<file path="src/rtl/pipe_ctrl_pkg.sv">
// Shared definitions for the pipeline control block.
//  - ctrl_state_e : scheduler state encoding (RUN / FLUSH)
//  - STALL_*      : bit positions inside the 4-bit hold vector {ex_mem,id_ex,if_id,pc}
//  - STALL_EX/ID/IF : canned hold vectors for the three stall sources
package pipe_ctrl_pkg;

  typedef enum logic {
    ST_RUN   = 1'b0,
    ST_FLUSH = 1'b1
  } ctrl_state_e;

  localparam int STALL_PC    = 0;
  localparam int STALL_IFID  = 1;
  localparam int STALL_IDEX  = 2;
  localparam int STALL_EXMEM = 3;

  // EX busy holds everything upstream of EX, plus the PC.
  localparam logic [3:0] STALL_EX = 4'b0111;
  // Load-use hazard holds PC and if_id; id_ex receives a bubble.
  localparam logic [3:0] STALL_ID = 4'b0011;
  // Fetch not ready only holds the PC; if_id receives a NOP.
  localparam logic [3:0] STALL_IF = 4'b0001;

endpackage

</file>
<file path="src/rtl/pipe_ctrl_sat_counter.sv">
// Saturating up-counter used for the performance counters.
// Ports:
//  clk : clock
//  clr : synchronous clear (highest priority)
//  en  : count enable; the counter holds once it reaches all-ones
//  q   : current count
module pipe_ctrl_sat_counter #(
  parameter int W = 16
) (
  input  logic         clk,
  input  logic         clr,
  input  logic         en,
  output logic [W-1:0] q
);

  always_ff @(posedge clk) begin
    if (clr) begin
      q <= '0;
    end else if (en && (q != {W{1'b1}})) begin
      q <= q + 1'b1;
    end
  end

endmodule

</file>
<file path="src/rtl/pipe_ctrl.sv">
// Hazard/flush scheduler for the 5-stage pipeline.
// Collects stall and redirect requests from fetch, decode and execute and drives
// the PC hold, the per-stage hold vector and the if_id / id_ex flush inputs.
// A jump raised while EX is busy is latched and replayed once EX releases.
// Ports:
//  clk, rst        : clock, synchronous active-high reset
//  ex_stall_i      : EX multi-cycle op busy
//  jump_req_i      : EX resolved a taken branch/jump, target on jump_addr_i
//  id_stall_i      : load-use hazard in ID
//  bus_wait_i      : instruction fetch not ready
//  stall_o         : hold vector {ex_mem,id_ex,if_id,pc}
//  if_id_flush_o   : load NOP into if_id
//  id_ex_flush_o   : load bubble into id_ex
//  jump_o          : PC load strobe, jump_addr_o is the load value (0 otherwise)
//  stall_cnt_o     : saturating count of cycles with any hold bit set
//  flush_cnt_o     : saturating count of applied jumps
//  state_dbg       : current scheduler state
// Control outputs are combinational from state + inputs so a request takes
// effect in the same cycle; all outputs are forced to 0 while rst is high.
module pipe_ctrl
  import pipe_ctrl_pkg::*;
#(
  parameter int FLUSH_CYCLES = 2,
  parameter int CNT_W        = 32
) (
  input  logic             clk,
  input  logic             rst,
  input  logic             ex_stall_i,
  input  logic             jump_req_i,
  input  logic [31:0]      jump_addr_i,
  input  logic             id_stall_i,
  input  logic             bus_wait_i,
  output logic [3:0]       stall_o,
  output logic             if_id_flush_o,
  output logic             id_ex_flush_o,
  output logic             jump_o,
  output logic [31:0]      jump_addr_o,
  output logic [CNT_W-1:0] stall_cnt_o,
  output logic [15:0]      flush_cnt_o,
  output ctrl_state_e      state_dbg
);

  // The jump cycle itself is the first flush cycle; FLUSH covers the rest.
  localparam logic [2:0] FLUSH_LOAD  = 3'(FLUSH_CYCLES - 1);
  localparam bit         MULTI_FLUSH = (FLUSH_CYCLES > 1);

  ctrl_state_e state;
  logic        pend;
  logic [31:0] pend_addr;
  logic [2:0]  flush_left;
  logic        run_jump;

  assign state_dbg = state;

  // A jump is applied in RUN when EX is free and either a replay or a live
  // request is present; a pending replay wins and the live request is the
  // same instruction, so it is dropped.
  assign run_jump = (state == ST_RUN) && !ex_stall_i && (pend || jump_req_i);

  always_comb begin
    stall_o       = '0;
    if_id_flush_o = 1'b0;
    id_ex_flush_o = 1'b0;
    jump_o        = 1'b0;
    jump_addr_o   = '0;
    if (!rst) begin
      if (state == ST_RUN) begin
        if (ex_stall_i) begin
          stall_o = STALL_EX;
        end else if (pend) begin
          jump_o        = 1'b1;
          jump_addr_o   = pend_addr;
          if_id_flush_o = 1'b1;
          id_ex_flush_o = 1'b1;
        end else if (jump_req_i) begin
          jump_o        = 1'b1;
          jump_addr_o   = jump_addr_i;
          if_id_flush_o = 1'b1;
          id_ex_flush_o = 1'b1;
        end else if (id_stall_i) begin
          stall_o       = STALL_ID;
          id_ex_flush_o = 1'b1;
        end else if (bus_wait_i) begin
          stall_o       = STALL_IF;
          if_id_flush_o = 1'b1;
        end
      end else begin
        // Fetch is still returning wrong-path words: keep flushing if_id.
        if_id_flush_o = 1'b1;
        if (ex_stall_i) begin
          stall_o = STALL_EX;
        end else if (bus_wait_i) begin
          stall_o[STALL_PC] = 1'b1;
        end
      end
    end
  end

  always_ff @(posedge clk) begin
    if (rst) begin
      state      <= ST_RUN;
      pend       <= 1'b0;
      pend_addr  <= '0;
      flush_left <= '0;
    end else begin
      case (state)
        ST_RUN: begin
          if (ex_stall_i) begin
            // Only the first request is kept; later ones are repeats.
            if (jump_req_i && !pend) begin
              pend      <= 1'b1;
              pend_addr <= jump_addr_i;
            end
          end else if (run_jump) begin
            pend <= 1'b0;
            if (MULTI_FLUSH) begin
              state      <= ST_FLUSH;
              flush_left <= FLUSH_LOAD;
            end
          end
        end
        ST_FLUSH: begin
          // EX busy freezes the schedule; fetch wait does not.
          if (!ex_stall_i) begin
            flush_left <= flush_left - 3'd1;
            if (flush_left == 3'd1) begin
              state <= ST_RUN;
            end
          end
        end
        default: state <= ST_RUN;
      endcase
    end
  end

  pipe_ctrl_sat_counter #(.W(CNT_W)) u_stall_cnt (
    .clk (clk),
    .clr (rst),
    .en  (|stall_o),
    .q   (stall_cnt_o)
  );

  pipe_ctrl_sat_counter #(.W(16)) u_flush_cnt (
    .clk (clk),
    .clr (rst),
    .en  (jump_o),
    .q   (flush_cnt_o)
  );

endmodule
</file>
<file path="config.mk">
export PLATFORM = sky130hd
export DESIGN_NAME = pipe_ctrl
export DESIGN_NICKNAME = d
export VERILOG_FILES = /design/src/rtl/pipe_ctrl_pkg.sv /design/src/rtl/pipe_ctrl_sat_counter.sv /design/src/rtl/pipe_ctrl.sv
export SDC_FILE = /design/constraint.sdc
export NUM_CORES = 1
export LEC_CHECK = 0
export CAP_MARGIN = 5
export CORE_ASPECT_RATIO = 0.6
export CORE_MARGIN = 5
export CORE_UTILIZATION = 45
export DETAILED_ROUTE_END_ITERATION = 8
export GPL_TIMING_DRIVEN = 0
export PLACE_DENSITY = 0.76
export SLEW_MARGIN = 30
export SYNTH_ARGS = -nofsm -noshare
export SYNTH_HDL_FRONTEND = slang
export SYNTH_SLANG_ARGS = --single-unit
</file>
<file path="constraint.sdc">
create_clock -name clk -period 2.95 [get_ports clk]
set_clock_uncertainty 0.05 [all_clocks]
set_input_delay 0.4425 -clock clk [delete_from_list [all_inputs] [get_ports clk]]
set_output_delay 0.4425 -clock clk [all_outputs]
set_load 0.01 [all_outputs]
</file>
==> reports/metrics.cfg <==
[run_status]
status=finished, final reports clean

[synth]
synth_fp_nets=660
synth-seq-cells=85
post-synth-top-area-cell=sky130_fd_sc_hd__dfxtp_1
synth_enable_flop_cells=0
ys.flop_type=sky130_fd_sc_hd__dfxtp_1
number_of_warning_messages_in_the_yosys_log=0
synthesis.area_per_instance_um2=7.25
syn_area_um2=4480
ys_types=54
fraction_of_the_yosys_area_taken_by_sequential_cells=0.380
syn-instance-count=618
yosys-top-cells-count=119 x sky130_fd_sc_hd__nand2_1, 97 x sky130_fd_sc_hd__a21oi_1, 94 x sky130_fd_sc_hd__nor2_1
synth_most_common_cell=sky130_fd_sc_hd__nand2_1
synthDominantCellAreaShare=0.380
async_flop_share=0
synthTopCellsByArea=sky130_fd_sc_hd__dfxtp_1 38%, sky130_fd_sc_hd__a21oi_1 11%, sky130_fd_sc_hd__nand2_1 10%, sky130_fd_sc_hd__nor2_1 7.9%, sky130_fd_sc_hd__clkbuf_1 2.7%

[setup_path]
cp_num_cells=7
critPathArrivalTime_ps=2370
critPathMaxStageDelay_ps=540
critical_path_class=input pin to output pin
worst-path-max-fanout=10
worst_path_max_delay_cell=sky130_fd_sc_hd__clkdlybuf4s50_1
critPathBufInv=4
endpoint_kind=output pin
crit_chain=clkdlybuf4s50_1, buf_4, nor2_1, a22o_4, or2_4, clkinv_8, clkdlybuf4s50_1
cpMostUsedCell=sky130_fd_sc_hd__clkdlybuf4s50_1
worst_r2r_path_depth=7
timing.critical_path.max_delay_family=buffers and inverters
cp.required_ps=2460
critical_path.startpoint_type=input pin

[sta]
hold_viol_final=0
setup-tns-final_ps=0
fin_hold_ws_ps=409
timing_worst_slew_pin_value_ps=622
final-max-slew-violation-count=0
rsz_0062_raised_after_global_routing=no
final_setup_vio_count=0
fin_crit_sh=0.969
timing.final.crit_period_ps=2860
clock.fmax_ghz=0.350
max_slew_margin=0.582

[detailed_routing]
routed_wl_um=14500
routed-wl-met3_um=1100
route.vias.total=5046
drt-initial-drc-count=393
detail_route.drc_violations=0
route.detailed.vias_per_inst=5.66
avgRoutedWirePerCell_um=16.3
detail_route.wirelength.met1_um=6640
topRoutingLayerUsed=met4
drtPass1Iterations=5
ant_nets=0
met2_length_um=6600

[floorplanning]
core_area_um2=9770
die-area_um2=12100
die_height_um=87.3
floorplan.initialDensity=0.458
die_w_um=139
std_cell_rows=28
boundaryPins=126

[power]
overall_power_after_layout_mw=2.59
power.leakage_nw=2.12
power_density_nw_per_um2=421
ir_worst_vdd_v=0.000269

[clock_tree]
clock_insertion_delay_worst_skew_ps=340
ctsHoldBuffers=0
cts.clk_slew.worst_paths_ps=60
cts.root.buffer_cell=sky130_fd_sc_hd__clkbuf_16
maximum_number_of_buffers_from_clock_root_to_sink=2
cts_post_setup_buffers_inserted=0
cts_num_sinks=85
tritoncts=built
cts_made_buffers=9
cts_max_level=3

[cells_and_area]
synthToLayoutAreaGrowth_pct=37.5
postLayoutCoreUtil=0.630
post_route_cells_drive_above_1_share=0.0661
finalNetCount=793
diodes=0

[placed_design]
rd_place_congestion=0.874
detailedPlacementHpwl_um=11000
placement.io_buffers=123

[grt]
grt_pass1_wl_um=23300
antenna_found_initial=0
grt_start_max_net_pins=14
first_global_vias=4713
grt_usage=0.235
grt_overflow=0

[hold_path]
hold_class=flip-flop to flip-flop
whs_path_depth=2

[flow_run]
maxCapViolations=0

-- worst min-delay path, stage by stage, from the launching register on --
cell and delay [ps]:
sky130_fd_sc_hd__dfxtp_1 310, sky130_fd_sc_hd__nand2_1 50, sky130_fd_sc_hd__a21oi_1 50
-- through the flow --
step	std cells	cell area, um2	setup WS (ps)
floorplan	618	4480	731
global placement	876	5880	-136
detailed placement	876	5880	-131
CTS	891	6150	4.26
global route	891	6160	10.4
finish	891	6160	91.0
-- flip-flops by register name, indices dropped and copies added, names as in the netlist --
signal	flops
pend_addr	32
u_stall_cnt.q	32
u_flush_cnt.q	16
flush_left	3
pend	1
state_dbg	1
-- placed cells by master, fill, tap and decap left out, types with 5 or more instances in the layout --
cell type	instances
sky130_fd_sc_hd__dfxtp_1	85
sky130_fd_sc_hd__clkbuf_1	25
sky130_fd_sc_hd__nor2_1	94
sky130_fd_sc_hd__mux2i_1	5
sky130_fd_sc_hd__or4_1	12
sky130_fd_sc_hd__or3_1	16
sky130_fd_sc_hd__o31ai_1	12
sky130_fd_sc_hd__xnor2_1	7
sky130_fd_sc_hd__clkbuf_2	8
sky130_fd_sc_hd__nor3_1	8
sky130_fd_sc_hd__o21ai_0	18
sky130_fd_sc_hd__and4_1	10
sky130_fd_sc_hd__nand2_1	119
sky130_fd_sc_hd__nand4_1	10
sky130_fd_sc_hd__nand3_1	17
sky130_fd_sc_hd__clkdlybuf4s50_1	123
sky130_fd_sc_hd__inv_1	9
sky130_fd_sc_hd__clkbuf_16	9
sky130_fd_sc_hd__and3_1	7
sky130_fd_sc_hd__a21oi_1	97
-- timing repair --
action / 4_1_cts / 5_1_grt
gates resized for setup: 5 / 15
setup endpoints to repair: 32 / 33
pin swaps: 0 / 0
-- cells by family (layout without fill, tap and decap cells) --
family	after synthesis	after routing	synth area share
and+or+nand+nor	316	316	0.339
AOI/OAI and AO/OA	145	145	0.184
DFF	85	85	0.380
buffers and inverters	52	190	0.0525
xor gates and xnor gates	8	8	0.0156
muxes	7	7	0.0162
adders and majority gates	4	4	0.0112
other	1	1	0.000837
-- routing by layer --
layer / global-route usage / up-vias
met3: 0.0653 / 20
met5: 0 / -
li1: - / 2416
met2: 0.365 / 204
met1: 0.324 / 2406
met4: 0.0631 / 0
-- path summary, 6_finish.rpt --
check | to | startpoint | slack (ps)
worst max-delay path | stall_o[0] | ex_stall_i | 90
worst min-delay path | pend_addr[25] | pend_addr[25] | 410
worst max register to register | u_stall_cnt.q[5] | u_stall_cnt.q[9] | 360
worst min register to register | pend_addr[25] | pend_addr[25] | 410
-- cell type report --
cell class / count / area, um2
plain buffers: 41 / 199
flip-flops and latches: 85 / 1700
inverters: 10 / 50.0
multi-input cells: 481 / 2550
repair buffers: 123 / 1230
clock buffers: 11 / 233
well taps: 135 / 169
clock inverters: 5 / 27.5
fillers: 821 / 3620
-- power by group --
part | leakage (nW) | internal [mW] | switching (mW) | total [mW]
sequential | 0.689 | 1.18 | 0.0264 | 1.21
combinational | 1.30 | 0.164 | 0.206 | 0.370
clock | 0.129 | 0.565 | 0.451 | 1.02
total | 2.12 | 1.91 | 0.683 | 2.59
No activity file was read; power rests on OpenSTA's default activity.
